**config.mk**
```make
export PLATFORM = sky130hd
export DESIGN_NAME = pc_sequencer_flat
export DESIGN_NICKNAME = d
export VERILOG_FILES = /design/src/rtl/cpu_pkg.sv /design/src/rtl/pc_sequencer_if.sv /design/src/rtl/sat_counter.sv /design/src/rtl/pc_sequencer.sv /design/src/flat_wrapper.sv
export SDC_FILE = /design/constraint.sdc
export NUM_CORES = 1
export LEC_CHECK = 0
export BUFFER_PORTS_ARGS = -buffer_cell sky130_fd_sc_hd__buf_2
export CAP_MARGIN = 25
export CELL_PAD_IN_SITES_DETAIL_PLACEMENT = 0
export CELL_PAD_IN_SITES_GLOBAL_PLACEMENT = 2
export CORE_ASPECT_RATIO = 1.2
export CORE_MARGIN = 10
export CORE_UTILIZATION = 28
export CTS_CLUSTER_SIZE = 28
export DETAILED_ROUTE_END_ITERATION = 12
export HOLD_SLACK_MARGIN = 0.08
export PLACE_DENSITY = 0.9
export SLEW_MARGIN = 20
export SYNTH_ARGS = -nofsm -noshare
export SYNTH_HDL_FRONTEND = slang
export SYNTH_SLANG_ARGS = --single-unit
```
**constraint.sdc**
```tcl
create_clock -name clk -period 6.5 [get_ports clk]
set_clock_uncertainty 0.1 [all_clocks]
set_input_delay 0.65 -clock clk [delete_from_list [all_inputs] [get_ports clk]]
set_output_delay 0.65 -clock clk [all_outputs]
set_load 0.005 [all_outputs]
```
**src/rtl/cpu_pkg.sv**
```systemverilog
// Shared CPU front-end definitions: reset vector, PC sequencer states,
// next-PC select encodings and a word-alignment helper.
package cpu_pkg;

    localparam int unsigned ADDR_W = 32;

    localparam logic [ADDR_W-1:0] RESET_PC = 32'h0000_3000;

    // Sequencer states: normal fetch, or waiting one advance to commit a
    // redirect that was taken ahead of a delay slot.
    typedef enum logic {
        RUN     = 1'b0,
        DS_WAIT = 1'b1
    } seq_state_e;

    // Next-PC source selection.
    typedef enum logic [1:0] {
        NPC_SEQ    = 2'b00,
        NPC_JIDX   = 2'b01,
        NPC_BRANCH = 2'b10,
        NPC_REG    = 2'b11
    } npc_sel_e;

    // Taken targets are always forced onto a word boundary.
    function automatic logic [ADDR_W-1:0] align_word(input logic [ADDR_W-1:0] addr);
        return {addr[ADDR_W-1:2], 2'b00};
    endfunction

endpackage

```
**src/rtl/pc_sequencer_if.sv**
```systemverilog
// Control-transfer request bus into the PC sequencer.
//   stall       : hazard hold, nothing advances while high
//   ctrl_valid  : a control-transfer decision is presented
//   ctrl_taken  : the presented transfer is taken
//   ctrl_target : target address for a taken transfer
// master = decision producer, slave = pc_sequencer.
interface pc_sequencer_if;
    import cpu_pkg::*;

    logic              stall;
    logic              ctrl_valid;
    logic              ctrl_taken;
    logic [ADDR_W-1:0] ctrl_target;

    modport master (
        output stall,
        output ctrl_valid,
        output ctrl_taken,
        output ctrl_target
    );

    modport slave (
        input stall,
        input ctrl_valid,
        input ctrl_taken,
        input ctrl_target
    );

endinterface

```
**src/rtl/sat_counter.sv**
```systemverilog
// Saturating up-counter with synchronous clear.
//   clk   : clock
//   clear : synchronous clear, dominates inc
//   inc   : add one unless already all-ones
//   count : current count
module sat_counter #(
    parameter int unsigned WIDTH = 16
) (
    input  logic             clk,
    input  logic             clear,
    input  logic             inc,
    output logic [WIDTH-1:0] count
);

    logic [WIDTH-1:0] count_q;

    // Count register; holds at all-ones once saturated.
    always_ff @(posedge clk) begin
        if (clear) begin
            count_q <= '0;
        end else if (inc && (count_q != '1)) begin
            count_q <= count_q + WIDTH'(1);
        end
    end

    assign count = count_q;

endmodule

```
**src/rtl/pc_sequencer.sv**
```systemverilog
// Fetch PC sequencer with optional branch delay slot.
// Build option: define DELAY_SLOT_EN to execute one delay-slot instruction
// before a taken redirect commits; otherwise taken redirects are immediate
// and flush the sequentially fetched instruction.
//   clk          : clock, all state updates on the rising edge
//   reset        : synchronous active-high reset
//   ctrl         : stall / control-transfer request bus (slave side)
//   pc           : current fetch address (registered)
//   pc_plus4     : pc + 4 (combinational)
//   flush        : kill the sequential fetch (combinational)
//   ds_pending   : a delay-slot redirect is waiting
//   misalign_err : sticky, a taken target had nonzero low bits
//   redirect_cnt : saturating count of committed taken redirects
module pc_sequencer #(
    parameter logic [31:0] RESET_PC = cpu_pkg::RESET_PC,
    parameter int unsigned CNT_W    = 16
) (
    input  logic              clk,
    input  logic              reset,
    pc_sequencer_if.slave     ctrl,
    output logic [31:0]       pc,
    output logic [31:0]       pc_plus4,
    output logic              flush,
    output logic              ds_pending,
    output logic              misalign_err,
    output logic [CNT_W-1:0]  redirect_cnt
);
    import cpu_pkg::*;

    seq_state_e        state_q, state_d;
    logic [ADDR_W-1:0] pc_q, pc_d;
    logic [ADDR_W-1:0] target_q, target_d;
    logic              misalign_q, misalign_d;
    logic [ADDR_W-1:0] seq_pc;
    npc_sel_e          npc_sel;
    logic              pc_en;
    logic              cnt_inc;
    logic              taken;

    assign seq_pc = pc_q + 32'd4;
    assign taken  = ctrl.ctrl_valid && ctrl.ctrl_taken;

    // State and architectural registers.
    always_ff @(posedge clk) begin
        if (reset) begin
            state_q    <= RUN;
            pc_q       <= RESET_PC;
            target_q   <= '0;
            misalign_q <= 1'b0;
        end else begin
            state_q    <= state_d;
            target_q   <= target_d;
            misalign_q <= misalign_d;
            if (pc_en) begin
                pc_q <= pc_d;
            end
        end
    end

    // Next-state, next-PC select, redirect commit and flush.
    always_comb begin
        state_d    = state_q;
        target_d   = target_q;
        misalign_d = misalign_q;
        npc_sel    = NPC_SEQ;
        pc_en      = 1'b0;
        cnt_inc    = 1'b0;
        flush      = 1'b0;
        if (!reset && !ctrl.stall) begin
            pc_en = 1'b1;
            case (state_q)
                RUN: begin
                    if (taken) begin
                        if (ctrl.ctrl_target[1:0] != 2'b00) begin
                            misalign_d = 1'b1;
                        end
`ifdef DELAY_SLOT_EN
                        // Fetch the delay slot now, redirect on the next advance.
                        target_d = align_word(ctrl.ctrl_target);
                        state_d  = DS_WAIT;
`else
                        npc_sel = NPC_BRANCH;
                        flush   = 1'b1;
                        cnt_inc = 1'b1;
`endif
                    end
                end
                DS_WAIT: begin
                    // Any decision presented in the delay slot is ignored.
                    npc_sel = NPC_REG;
                    state_d = RUN;
                    cnt_inc = 1'b1;
                end
                default: begin
                    state_d = RUN;
                end
            endcase
        end
    end

    // Next-PC mux.
    always_comb begin
        case (npc_sel)
            NPC_SEQ:    pc_d = seq_pc;
            NPC_BRANCH: pc_d = align_word(ctrl.ctrl_target);
            NPC_REG:    pc_d = target_q;
            default:    pc_d = seq_pc;
        endcase
    end

    sat_counter #(
        .WIDTH (CNT_W)
    ) u_redirect_cnt (
        .clk   (clk),
        .clear (reset),
        .inc   (cnt_inc),
        .count (redirect_cnt)
    );

    assign pc           = pc_q;
    assign pc_plus4     = seq_pc;
    assign ds_pending   = (state_q == DS_WAIT);
    assign misalign_err = misalign_q;

endmodule

```
**src/flat_wrapper.sv**
```systemverilog
// flat-port wrapper written by rule: the top's interface ports become plain ports
module pc_sequencer_flat import cpu_pkg::*;
#(
    parameter logic [31:0] RESET_PC = cpu_pkg::RESET_PC,
    parameter int unsigned CNT_W    = 16
)
  (clk, reset, pc, pc_plus4, flush, ds_pending, misalign_err, redirect_cnt, ctrl_stall, ctrl_ctrl_valid, ctrl_ctrl_taken, ctrl_ctrl_target);
  pc_sequencer_if ctrl_i ();
  input  logic clk;
  input  logic reset;
  output logic [31:0] pc;
  output logic [31:0] pc_plus4;
  output logic flush;
  output logic ds_pending;
  output logic misalign_err;
  output logic [CNT_W-1:0] redirect_cnt;
  input wire logic [$bits(ctrl_i.stall)-1:0] ctrl_stall;
  input wire logic [$bits(ctrl_i.ctrl_valid)-1:0] ctrl_ctrl_valid;
  input wire logic [$bits(ctrl_i.ctrl_taken)-1:0] ctrl_ctrl_taken;
  input wire logic [$bits(ctrl_i.ctrl_target)-1:0] ctrl_ctrl_target;
  assign ctrl_i.stall = ctrl_stall;
  assign ctrl_i.ctrl_valid = ctrl_ctrl_valid;
  assign ctrl_i.ctrl_taken = ctrl_ctrl_taken;
  assign ctrl_i.ctrl_target = ctrl_ctrl_target;
  pc_sequencer #(.RESET_PC(RESET_PC), .CNT_W(CNT_W)) u_core (.clk(clk), .reset(reset), .ctrl(ctrl_i), .pc(pc), .pc_plus4(pc_plus4), .flush(flush), .ds_pending(ds_pending), .misalign_err(misalign_err), .redirect_cnt(redirect_cnt));
endmodule
```
==> summary.md <==
| Metric | Value |
|---|---|
| Routed length per instance | about 17 microns |
| Final period util | approximately 52% |
| Via count | roughly 3300 |
| Vias per cell | about 5.2 |
| Crit-path slowest cell | or4_1 |
| Setup tns final | 0 ps |
| Post-synth ARST share | 0% |
| Die area | around 0.015 sq mm |
| Htree depth | 2 |
| Max cap viols | 0 |
| Fin. Hold Viols | 0 |
| CTS tree | built |
| Syn Area/Cell | between 7 and 8 sq um |
| Power, Total | 0.710 mW |
| Ant diodes | 0 |
| Sequential share of the synthesized area | between 30% and 40% |
| Worst skew pair latency | just under 300 ps |
| Initial antenna violation count | 1 |
| Worst Hold Class | reg -> reg |
| Worst setup SP type | flip-flop |
| Leak pwr | 1.65 nW |
| DRC | 0 |
| FILL cells | about 1200 |
| Layout net count | 537 |
| Die Y | around 130 microns |
| Commonest cells post-synth | 49 x nor2_1, 47 x dfxtp_1, 39 x nand2_1 |
| Yosys cell types | 56 |
| WL final | approximately 11000 microns |
| First-pass GRT wire length | roughly 17000 microns |
| WP data arrival | around 2700 ps |
| Die Span X | approximately 120 microns |
| CP max stage delay | 730 ps |
| Global placement routability congestion | ~0.76 |
| Vias in the first global route | roughly 3200 |
| Synth top area cells | dfxtp_1 31%, nor2_1 6.0%, xor2_1 5.7% |
| Final setup viols | 0 |
| Yosys top cell area share | a little under a third |
| Slew headroom | 36.4% |
| Clock sink count | 47 |
| Pwr/cell area | 184 mW/mm^2 |
| Seq cells post-synth | between 40 and 50 |
| CTS resizes | 0 |
| Clock Path Buffers | 2 |
| Worst-path fanout max | 9 |
| Ports | 120 |
| Hold slack | between 300 and 400 ps |
| Crit Path Class | reg -> out |
| Worst-margin pin slew | ~950 ps |
| Critical path, cell by cell | nand4_2, or4_1, nor4_1, xor2_1, buf_2 |
| Largest net degree at the start of global routing | 59 |
| Setup Fix Bufs, Post-CTS | 0 |
| Crit path required time | between 5000 and 6000 ps |
| GRT overflow | 0 |
| TritonRoute pass-1 iters | 4 |
| Count leader, synth | nor2_1 |
| EDFF count, synth | 0 |
| RSZ-0062 raised after global routing | false |
| Number of CTS-inserted buffers | 5 |
| YS warnings | 0 |
| Fin crit period | 3400 ps |
| Crit path capture type | primary output |
| P&R area growth vs syn | 26.0% |
| Cell Area, Synth | between 0.003 and 0.004 sq mm |
| Initial detailed-routing violation count | between 150 and 200 |
| Hold_buf cts | 0 |
| Reg clk slew, reported paths | 70 ps |
| Status | finished, final reports clean |
| Fraction of layout cells with a size suffix above 1 | around 27% |
| Final HPWL DP | about 8000 microns |
| Root Driver | clkbuf_16 |
| Syn Inst Count | between 400 and 500 |
| Site row count | roughly 40 |
| Main synth FF type | dfxtp_1 |
| Starting Density | about 29% |
| Fmax | around 290 MHz |
| Final Max Tran Viols | 0 |
| Antenna viol nets, final | 0 |
| Yosys top cell by area | dfxtp_1 |
| Tot GR Track Use | 13.1% |
| IO buf count | 114 |
| Core box area | between 0.01 and 0.015 sq mm |
| Worst vdd ir | a little under 0.09 mV |
## registers in the layout, summed over array words and instances, names as in the netlist
name and flops:
u_core.u_redirect_cnt.count 16, u_core.misalign_err 1, u_core.pc 30
## worst paths after layout
path	to	slack, ps	depth (start not counted)	startpoint
worst max-delay path	pc_plus4[25]	3100	5	u_core.pc[10]
worst min-delay path	u_core.misalign_err	350	2	u_core.misalign_err
worst min register to register	u_core.misalign_err	350	2	u_core.misalign_err
worst max register to register	u_core.pc[26]	3830	5	u_core.pc[10]
## layout by cell type (no fill, tap or decap), types with 7 or more instances in the layout
cell       n
nand2_1   39
a22oi_1    9
nand4_1   13
nor4_1    10
buf_2    114
xnor2_1   18
o21ai_0   17
inv_1      7
mux2i_1    8
nor3_1     7
a21oi_1   24
nand3_1   26
nor2_1    49
xor2_1    20
and3_1     7
dfxtp_1   47
## logic make-up after synthesis
family	after synthesis	share of synthesized area, %
other	1	0.123
buffers and inverters	43	6.27
adder cells (fa/ha/maj)	2	0.820
flip-flops	47	30.8
XOR/XNOR	38	10.9
AO/OA/AOI/OAI	86	18.6
multiplexers	9	2.99
AND/OR/NAND/NOR	180	29.5
## stage by stage
| step | area, sq um | instances | utilization, % | setup slack [ps] |
|---|---|---|---|---|
| 2_1_floorplan | 3070 | 410 | - | 3760 |
| 3_3_place_gp | 3660 | 620 | 34.6 | 3300 |
| 3_5_place_dp | 3660 | 620 | 34.6 | 3280 |
| 4_1_cts | 3830 | 628 | 36.3 | 2970 |
| 5_1_grt | 3850 | 628 | 36.4 | 2920 |
| 6_report | 3850 | 628 | 36.4 | 3100 |
## layout make-up
cell class              count  area, sq um  area share [%]
flip-flops and latches     47          941            24.5
multi-input cells         320         1960            50.8
repair buffers            116          586            15.2
clock buffers               6          139            3.61
clock inverters             2         35.0           0.911
inverters                   8         30.0           0.780
well taps                 129          161            4.20
## power breakdown
group | leakage, nW | internal (mW) | switching, mW
clock | 0.0868 | 0.191 | 0.112
sequential | 0.382 | 0.297 | 0.0176
combinational | 1.18 | 0.0403 | 0.0507
total | 1.65 | 0.529 | 0.181
## worst max-delay path, delay by kind of cell (launching register included)
| kind | cells | cell delay, ps |
|---|---|---|
| XOR/XNOR | 1 | 180 |
| buffers and inverters | 1 | 130 |
| flip-flops | 1 | 500 |
| AND/OR/NAND/NOR | 3 | 1550 |
## per-layer routing
layer  track usage, %  vias to the layer above  wire length (microns)
met4             3.58                        0                    146
met3             4.82                       10                    843
met2             21.3                       91                   5110
met1             15.8                     1526                   4500
li1                 -                     1635                      -
met5                0                        -                      0
(Power assumes the default switching activity.)
